File: config.mk
export PLATFORM = sky130hd
export DESIGN_NAME = uart_rx
export DESIGN_NICKNAME = d
export VERILOG_FILES = /design/src/rtl/uart_rx.sv
export SDC_FILE = /design/constraint.sdc
export NUM_CORES = 1
export LEC_CHECK = 0
export ABC_AREA = 1
export BUFFER_PORTS_ARGS = -buffer_cell sky130_fd_sc_hd__buf_2
export CAP_MARGIN = 15
export CELL_PAD_IN_SITES_DETAIL_PLACEMENT = 0
export CELL_PAD_IN_SITES_GLOBAL_PLACEMENT = 1
export CORE_AREA = 2 2 79 81
export DETAILED_ROUTE_END_ITERATION = 7
export DIE_AREA = 0 0 81 83
export PLACE_DENSITY_LB_ADDON = 0.1
export SYNTH_ARGS = -nofsm -noshare
export SYNTH_HDL_FRONTEND = slang
export SYNTH_SLANG_ARGS = --single-unit
File: constraint.sdc
create_clock -name clk -period 2.6 [get_ports clk]
set_input_delay 0.52 -clock clk [delete_from_list [all_inputs] [get_ports clk]]
set_output_delay 0.52 -clock clk [all_outputs]
set_load 0.005 [all_outputs]
File: src/rtl/uart_rx.sv
// 8N1 UART receiver: two-flop synchronizer, mid-bit sampling at a fixed divisor, single-register output.
// valid/frame_err/overrun appear the cycle after the stop sample; a full output drops the new byte and pulses overrun.
module uart_rx #(
    parameter int CLKS_PER_BIT = 5208
) (
    input  logic       clk,
    input  logic       rst,
    input  logic       rx,
    output logic [7:0] data,
    output logic       valid,
    input  logic       ready,
    output logic       frame_err,
    output logic       overrun
);

    localparam int CW = $clog2(CLKS_PER_BIT);
    localparam int H  = CLKS_PER_BIT / 2;
    localparam logic [CW-1:0] BIT_LAST  = CW'(CLKS_PER_BIT - 1);
    localparam logic [CW-1:0] HALF_LAST = CW'(H - 1);

    typedef enum logic [1:0] {
        IDLE,
        START,
        DATA,
        STOP
    } state_t;

    state_t        state;
    logic [CW-1:0] cnt;
    logic [2:0]    idx;
    logic [7:0]    shreg;

    logic rx_meta;
    logic rxs;
    logic rx_prev;

    logic stop_hit;
    logic good_byte;
    logic bad_stop;

    // Reset to the idle level so that reset itself never looks like a start edge.
    always_ff @(posedge clk or posedge rst) begin
        if (rst) begin
            rx_meta <= 1'b1;
            rxs     <= 1'b1;
            rx_prev <= 1'b1;
        end else begin
            rx_meta <= rx;
            rxs     <= rx_meta;
            rx_prev <= rxs;
        end
    end

    always_ff @(posedge clk or posedge rst) begin
        if (rst) begin
            state <= IDLE;
            cnt   <= '0;
            idx   <= '0;
            shreg <= '0;
        end else begin
            case (state)
                IDLE: begin
                    cnt <= '0;
                    if (!rxs && rx_prev) begin
                        state <= START;
                    end
                end
                START: begin
                    if (cnt == HALF_LAST) begin
                        cnt <= '0;
                        idx <= '0;
                        state <= rxs ? IDLE : DATA;
                    end else begin
                        cnt <= cnt + CW'(1);
                    end
                end
                DATA: begin
                    if (cnt == BIT_LAST) begin
                        cnt        <= '0;
                        shreg[idx] <= rxs;
                        idx        <= idx + 3'd1;
                        if (idx == 3'd7) begin
                            state <= STOP;
                        end
                    end else begin
                        cnt <= cnt + CW'(1);
                    end
                end
                STOP: begin
                    // Leave mid-stop-bit so the next start edge is not missed.
                    if (cnt == BIT_LAST) begin
                        cnt   <= '0;
                        state <= IDLE;
                    end else begin
                        cnt <= cnt + CW'(1);
                    end
                end
                default: begin
                    state <= IDLE;
                    cnt   <= '0;
                end
            endcase
        end
    end

    assign stop_hit  = (state == STOP) && (cnt == BIT_LAST);
    assign good_byte = stop_hit && rxs;
    assign bad_stop  = stop_hit && !rxs;

    // A completing byte may replace the held one only if that one is consumed this same cycle.
    always_ff @(posedge clk or posedge rst) begin
        if (rst) begin
            data      <= '0;
            valid     <= 1'b0;
            frame_err <= 1'b0;
            overrun   <= 1'b0;
        end else begin
            frame_err <= bad_stop;
            overrun   <= 1'b0;
            if (good_byte) begin
                if (!valid || ready) begin
                    data  <= shreg;
                    valid <= 1'b1;
                end else begin
                    overrun <= 1'b1;
                end
            end else if (valid && ready) begin
                valid <= 1'b0;
            end
        end
    end

endmodule

-- Word-level counts from Yosys, hierarchy flattened
Index checks and enable logic that the tools add are counted.
- mux-type cells: 21
- add/subtract/negate cells: 2
- reductions and logical operators: 18
- eq/ne operators: 12
- $lt $le $gt $ge: 2
- operators with widths (operator ; number):
    case mux 13 bit (3 select lines) ; 1
    two-way mux 13 bit ; 2
    adder 13 x 1 -> 13 bit (second input constant) ; 1
    == test 13 x 12 -> 1 bit (second input constant) ; 1
    == test 13 bit (second input constant) ; 1
    two-way mux 2 bit ; 6
    != test 2 bit (second input constant) ; 5
    bitwise mux 8 bit ; 1
    case mux 2 bit (4 select lines) ; 1
    logical AND 1 bit ; 6
    two-way mux 1 bit ; 6
    two-way mux 3 bit ; 2
    case mux 3 bit (2 select lines) ; 1
    AND reduction 2 bit ; 3
    AND reduction 5 bit ; 1
    == test 2 bit (second input constant) ; 2
    less-than comparator 3 x 4 -> 1 bit (second input constant) ; 1
    nonzero test 2 bit ; 2
    adder 3 x 1 -> 3 bit (second input constant) ; 1
    demux 1 bit (select 3 bit) ; 1
    == test 3 bit (second input constant) ; 1
    >= comparator 3 x 1 -> 1 bit (second input constant) ; 1
    AND reduction 3 bit ; 1
    == test 2 x 1 -> 1 bit (second input constant) ; 1
    other kinds (5) ; 6
- logic and storage cells: 66
- output and inout bits: 11
- input bits: 4
- bits in registers: 40

-- Depth between registers and ports, before layout
Gate-level depths: netlist (run 1).
- depth after elaboration: 5
- gate-level depth with buffers: 12
- depth with buffers taken out: 12

-- Worst setup path after synthesis (run 1)
Ideal clock, no wire load.
- kind: reg-to-reg
- from: register cnt[0]
- to: register data[0]
- buffers on the path: 1
- period minus slack after synthesis: 1649 ps
- stages on the path, launching flop included: 12
- data required time: 2483 ps
- path slack: 951 ps
- library setup time: 117 ps
- arrival time: 1532 ps
- path through: dfrtp_1 > ha_1 > nand2_2 > nor2_1 > nand3_2 > clkinv_2 > nand3_4 > nor2_4 > inv_2 > buf_6 > nand2_2 > o21ai_2
- cells in the longest elaborated chain, start to end: 4
- ends and longest elaborated chain (item ; RTL line ; RTL):
    start, declared ; 29 ; logic [CW-1:0] cnt;
    start signal, assigned ; 74 ; cnt <= cnt + CW'(1);
    start signal, assigned ; 86 ; cnt <= cnt + CW'(1);
    start signal, assigned ; 95 ; cnt <= cnt + CW'(1);
    == test 13 bit ; 106 ; assign stop_hit = (state == STOP) && (cnt == BIT_LAST);
    logical AND 1 bit ; 106 ;
    logical AND 1 bit ; 107 ; assign good_byte = stop_hit && rxs;
    AND reduction 2 bit (no line) ; -- ;
    end signal, assigned ; 122 ; data <= shreg;
    end, declared ; 9 ; output logic [7:0] data,
No other way between the ends.
A chain may end at the register's enable or synchronous reset.

-- Final worst setup path (run 1)
- from: register cnt[0]
- to: register data[4]
The elaborated chain is that of the path after synthesis.

==> reports/qor.csv, run 1 <==
metric,value,unit
Die X,81,um
Place WS,0.7140,ns
DRT iter0 DRCs,60,
final hold violation count,0,
Slew @ Worst Pin,0.5129,ns
post-CTS setup buffers,0,
ys async rst share,100.0,%
CTS Sinks,40,
Syn. warnings,0,
I/O pin count,15,
worst setup slack after layout,0.7139,ns
Final GP Congestion,0.8156,
P per Cell Area,623.2,nW/um^2
setup violators final,0,
hold buffer count at CTS,0,
row count,28,
IO buf count,14,
Final period util,72.54,%
fin. max-slew vios,0,
Main synth FF type,dfrtp_1,
Non-Filler Instances,349,
"Cell Area, Synth",2011,um^2
main combinational cell family by area after synthesis,simple AND/OR/NAND/NOR gates,
Root Buffer,clkbuf_8,
"Remaining Overflow, GRT",0,
Fin Hold WS,0.3188,ns
share of layout cells above drive strength 1,15.33,%
Nets,280,
Synth Area in Adders,1.867,%
"critical path fanouts, max",12,
GR Util All Layers,14.27,%
Lkg Pwr,1.143,nW
Final HPWL DP,3295,um
Placed Cells,341,
arrival time at the worst endpoint,2.07,ns
Core Footprint,5816,um^2
run status,"finished, final reports clean",
crit path kind,reg2reg,
final WL,4392,um
Starting Density,34.57,%
clock-pin transition on the worst setup and hold timing paths,0.08,ns
DR vias/cell,4.728,
Worst R2R Setup Slack,0.71,ns
Routed WL per cell,12.58,um
vias in the first global route,1627,
Inserted Clock Buffers,5,
"FF+latch count, synth",40,
Antenna Nets Post-Route,0,
sequential share of the synthesized area,49.97,%
worst vdd ir,302.3,uV
first-pass GRT wire length,7410,um
antenna diode count,0,
Max-slew headroom,65.80,%
syn nets,259,
RSZ-0062 raised after global routing,false,
Fmax,530.2,MHz
H-tree depth,2,
Syn-to-layout area delta,14.25,%
Worst-Skew Late Latency,0.29,ns
Synth Area in Compound Gates,7.218,%
Post-synth EDFFs,0,
residual DRC count,0,
post-synth cell types,24,
first-pass detailed-route iteration total,4,
Die H,83,um
critical path launch point type,flip-flop,
initial antenna violation count,0,
CTS tree,built,
Post-CTS Resized,0,
post-synthesis mux area share,0,%
CP Capture Type,flip-flop,
largest net degree at the start of global routing,41,
Hold WC Path Type,in2async,
"Avg Cell Area, Syn",7.979,um^2
Bufs on Longest Clock Path,2,
Max Cap Viol,0,
Post-Synth XOR/XNOR Area,1.307,%
Worst Path Required,2.79,ns
Final min period,1.886,ns
total negative slack,0,ns
clk_skew,0.007263,ns
Simple-Gate Fraction of Synth Area,30.99,%
routed via count,1650,
die area,6723,um^2
Synth Instances,252,
==> cell type report <==
type                    count  area, um^2
well taps                  75       93.84
multi-input cells         168       832.0
inverters                  43       162.7
flip-flops and latches     40        1005
repair buffers             15       77.57
clock inverters             1       30.03
clock buffers               7       96.34
fillers                   605        3518
==> layout by cell type (no fill, tap or decap) <==
cell       count
bufinv_16      1
a21oi_1        5
clkinv_1       1
nand3b_1       1
xor2_1         3
clkinv_2       1
inv_2          2
nand3_1       18
nand3_2        1
dfrtp_1       37
buf_4          1
dfstp_2        3
buf_2         14
nor2_4         1
nand3_4        1
inv_1         39
nand4_1       11
nor3_1        10
nand2_1       59
nand2_2        3
o21ai_0       14
clkbuf_8       7
ha_1           3
nor4_1         1
nor2_2         2
o21ai_2        5
o22ai_1        1
nor2_1        29
==> layer usage <==
metal	vias up	global-route usage [%]	share of wire, %
met3	9	3.913	3.2
met4	0	5.701	2.2
li1	844	-	-
met2	25	23.37	47
met5	-	0	0
met1	772	17.49	47
==> stage by stage <==
step                utilization (%)  instance area, um^2  total power, mW
global placement              37.33                 2171           0.8918
CTS                           39.50                 2297            1.453
finish                        39.50                 2297            1.432
detailed placement            37.33                 2171           0.8853
global route                  39.50                 2297            1.511
floorplan                         -                 2011           0.8286
==> kinds of logic (layout without fill, tap and decap cells) <==
| group | after synthesis | in the layout |
|---|---|---|
| AO/OA/AOI/OAI | 25 | 25 |
| XOR/XNOR | 3 | 3 |
| adder cells (fa/ha/maj) | 3 | 3 |
| buffers and inverters | 44 | 66 |
| flip-flops | 40 | 40 |
| AND/OR/NAND/NOR | 137 | 137 |
==> sequential cells by signal, summed over array words and instances (netlist names), named ones only <==
register / cells
idx: 3
rx_prev: 1
rxs: 1
cnt: 13
state: 1
data: 8
shreg: 8
overrun: 1
rx_meta: 1
valid: 1
frame_err: 1
==> where the power goes <==
part	internal [mW]	switching [mW]	leakage, nW
logic	0.0547	0.132	0.543
clock network	0.339	0.220	0.0645
registers	0.652	0.0337	0.536
total	1.05	0.386	1.14
==> worst max-delay path: stages, from the launching register on <==
cell,delay [ns]
dfrtp_1,0.43
ha_1,0.29
nand2_2,0.10
nor2_1,0.14
nand3_2,0.12
clkinv_2,0.13
nand3_4,0.10
nor2_4,0.17
inv_2,0.15
nand2_1,0.10
o21ai_2,0.05
==> path summary, 6_finish.rpt <==
path,startpoint,to,depth (start not counted)
max in group asynchronous,rst,rx_prev,3
worst max register to register,cnt[0],data[4],10
worst max-delay path,cnt[0],data[4],10
worst min-delay path,rst,cnt[6],3
worst min register to register,rx_meta,rxs,0
min in group clk,rx,rx_meta,1
==> synth_stat cells (2+ instances only) <==
library cell | count | area (um^2)
nor2_1 | 29 | 108.9
nor2_2 | 2 | 12.51
a21oi_1 | 5 | 25.02
nand4_1 | 11 | 68.82
dfstp_2 | 3 | 78.83
o21ai_2 | 5 | 43.79
o21ai_0 | 14 | 70.07
xor2_1 | 3 | 26.28
inv_1 | 40 | 150.1
ha_1 | 3 | 37.54
nand3_1 | 18 | 90.09
dfrtp_1 | 37 | 925.9
inv_2 | 2 | 7.510
nor3_1 | 10 | 50.05
nand2_1 | 59 | 221.5
nand2_2 | 3 | 18.77
Note: power is estimated with default switching activity, not from simulation.
==> run 2: changes to the inputs <==
==> constraint.sdc (replaced) <==
create_clock -name clk -period 1.6 [get_ports clk]
set_input_delay 0.32 -clock clk [delete_from_list [all_inputs] [get_ports clk]]
set_output_delay 0.32 -clock clk [all_outputs]
set_load 0.005 [all_outputs]
==> run 2 against run 1 <==
  * Clock power up 46%
  * Maximum frequency up 24%
  * Flip-flop and latch count unchanged
  * First-iteration DRC count up 53%
  * Combinational power up 130%
  * Final cell count up 9.7%
  * Sequential share of layout area down 5.9 points
==> reports/qor.csv, run 2 (synthesized netlist as in run 1, its figures left out) <==
metric,value,unit,change
Core Footprint,5816,um^2,unchanged
Final GP Congestion,0.8563,,+5.0%
Fmax,658.0,MHz,+24%
Routed WL per cell,12.32,um,-2.1%
Biggest register,cnt,,
Final HPWL DP,3482,um,+5.7%
I/O pin count,15,,unchanged
critical path launch point type,flip-flop,,
Worst Path Required,1.79,ns,-1.00 ns
Max Cap Viol,0,,unchanged
arrival time at the worst endpoint,1.71,ns,-0.36 ns
Hold WC Path Type,in2async,,
Nets,314,,+12%
Worst R2R Setup Slack,0.08,ns,-0.63 ns
Placed Cells,372,,+9.1%
biggest regs,"cnt x13, data x8, shreg x8",,
antenna diode count,0,,unchanged
Worst R2R End,data[4],,
residual DRC count,0,,unchanged
CP Cell Sequence,"ha_4, nand2_4, nor2_2, nand3_2, clkinv_2, nand3_4, nor2_4, inv_4, nand2_1, o21ai_2",,
"CP delay by family, top",simple AND/OR/NAND/NOR gates,,
Max-slew headroom,81.49,%,+16 points
CP Capture Type,flip-flop,,
Final period util,94.99,%,+22 points
clock-pin transition on the worst setup and hold timing paths,0.08,ns,about the same
Syn-to-layout area delta,32.67,%,
Non-Filler Instances,383,,+9.7%
final hold violation count,0,,unchanged
Root Buffer,clkbuf_8,,
largest net degree at the start of global routing,41,,unchanged
clk_skew,0.002768,ns,-0.004495 ns
depth of the worst register-to-register path,10,,unchanged
setup violators final,0,,unchanged
Final Core Density,45.87,%,+6.4 points
share of layout cells above drive strength 1,32.79,%,+17 points
Buf/Inv on CP,2,,unchanged
row count,28,,unchanged
die area,6723,um^2,unchanged
hold buffer count at CTS,0,,unchanged
Die X,81,um,unchanged
Inserted Clock Buffers,5,,unchanged
first-pass detailed-route iteration total,4,,unchanged
Die H,83,um,unchanged
most frequent cells in the layout,"55 x nand2_1, 38 x inv_1, 33 x dfrtp_1, 33 x buf_4, 23 x nor2_1",,
max reg flops,13,,unchanged
RR Startpoint,cnt[0],,
Slew @ Worst Pin,0.2753,ns,-0.2376 ns
"most common cell after layout, fill and taps aside",nand2_1,,
"Remaining Overflow, GRT",0,,unchanged
"slowest stage cell, crit path",dfrtp_1,,
fin. max-slew vios,0,,unchanged
crit path kind,reg2reg,,
routed via count,1749,,+6.0%
H-tree depth,2,,unchanged
worst vdd ir,484.8,uV,+60%
Antenna Nets Post-Route,0,,unchanged
CTS Sinks,40,,unchanged
CTS tree,built,,
run status,"finished, final reports clean",,
final WL,4718,um,+7.4%
Lkg Pwr,1.328,nW,+16%
vias in the first global route,1707,,+4.9%
Final min period,1.520,ns,-0.3663 ns
DRT iter0 DRCs,92,,+53%
Bufs on Longest Clock Path,2,,unchanged
"critical path fanouts, max",12,,unchanged
DR vias/cell,4.567,,-3.4%
IO buf count,14,,unchanged
Worst-Skew Late Latency,0.29,ns,about the same
RSZ-0062 raised after global routing,true,,
GR Util All Layers,15.34,%,+1.1 points
first-pass GRT wire length,8038,um,+8.5%
CP max stage delay,0.40,ns,-0.03 ns
initial antenna violation count,0,,unchanged
Starting Density,34.57,%,unchanged
P per Cell Area,884.3,nW/um^2,+42%
[run 2: power breakdown]
part,internal [mW],switching (mW),total [mW]
Sequential,1.06,0.0546,1.11
Clock,0.463,0.353,0.816
Combinational,0.173,0.254,0.428
[run 2: how the worst max path moves through the flow]
stage | startpoint | to | slack, ns | depth (start not counted)
after detailed placement | cnt[1] | shreg[6] | -0.04 | 12
after global placement | cnt[2] | cnt[9] | -0.03 | 8
final | cnt[0] | data[4] | 0.08 | 10
after floorplan | cnt[0] | data[0] | 0.007 | 11
after CTS | cnt[1] | cnt[10] | 0.001 | 9
after global routing | cnt[0] | shreg[6] | -0.06 | 12
[run 2: through the flow]
step	hold WS [ns]	cell area, um^2	worst slack (ns)	power (mW)	TNS [ns]
2_1_floorplan	0.3245	2023	0.006511	1.366	0
3_3_place_gp	0.3470	2429	-0.02570	1.519	-0.08129
3_5_place_dp	0.3479	2429	-0.03835	1.518	-0.1732
4_1_cts	0.07225	2551	0.001010	2.362	0
5_1_grt	0.09973	2668	-0.06039	2.496	-0.2652
6_report	0.06339	2668	0.08014	2.359	0
[run 2: final cells by class]
type	count	area, um^2
Sequential cell	40	1010
Multi-Input combinational cell	168	942.2
Clock buffer	6	72.57
Inverter	43	165.2
Clock inverter	2	35.03
Tap cell	75	93.84
Fill cell	608	3148
Timing Repair Buffer	49	349.1
[run 2: metal layers]
metal  global-route usage (%)  vias up  part of all wire (%)
met5                        0        -                     0
met4                    4.160        0                  0.57
met3                    3.587        2                   2.6
met2                    22.61       22                    46
met1                    22.44      810                    51
li1                         -      915                     -
[run 2: what timing repair did]
action | CTS | global route
buffers inserted | 0 | 3
pin swaps | 1 | 7
gates resized for setup | 5 | 32
gates cloned | 0 | 0
endpoints found under the setup margin | 18 | 31
[run 2: worst register-to-register path, cell delays in order, from the launching register on]
cell and delay, ns:
dfrtp_1 0.40, ha_4 0.19, nand2_4 0.07, nor2_2 0.12, nand3_2 0.10, clkinv_2 0.09
nand3_4 0.07, nor2_4 0.14, inv_4 0.10, nand2_1 0.08, o21ai_2 0.05
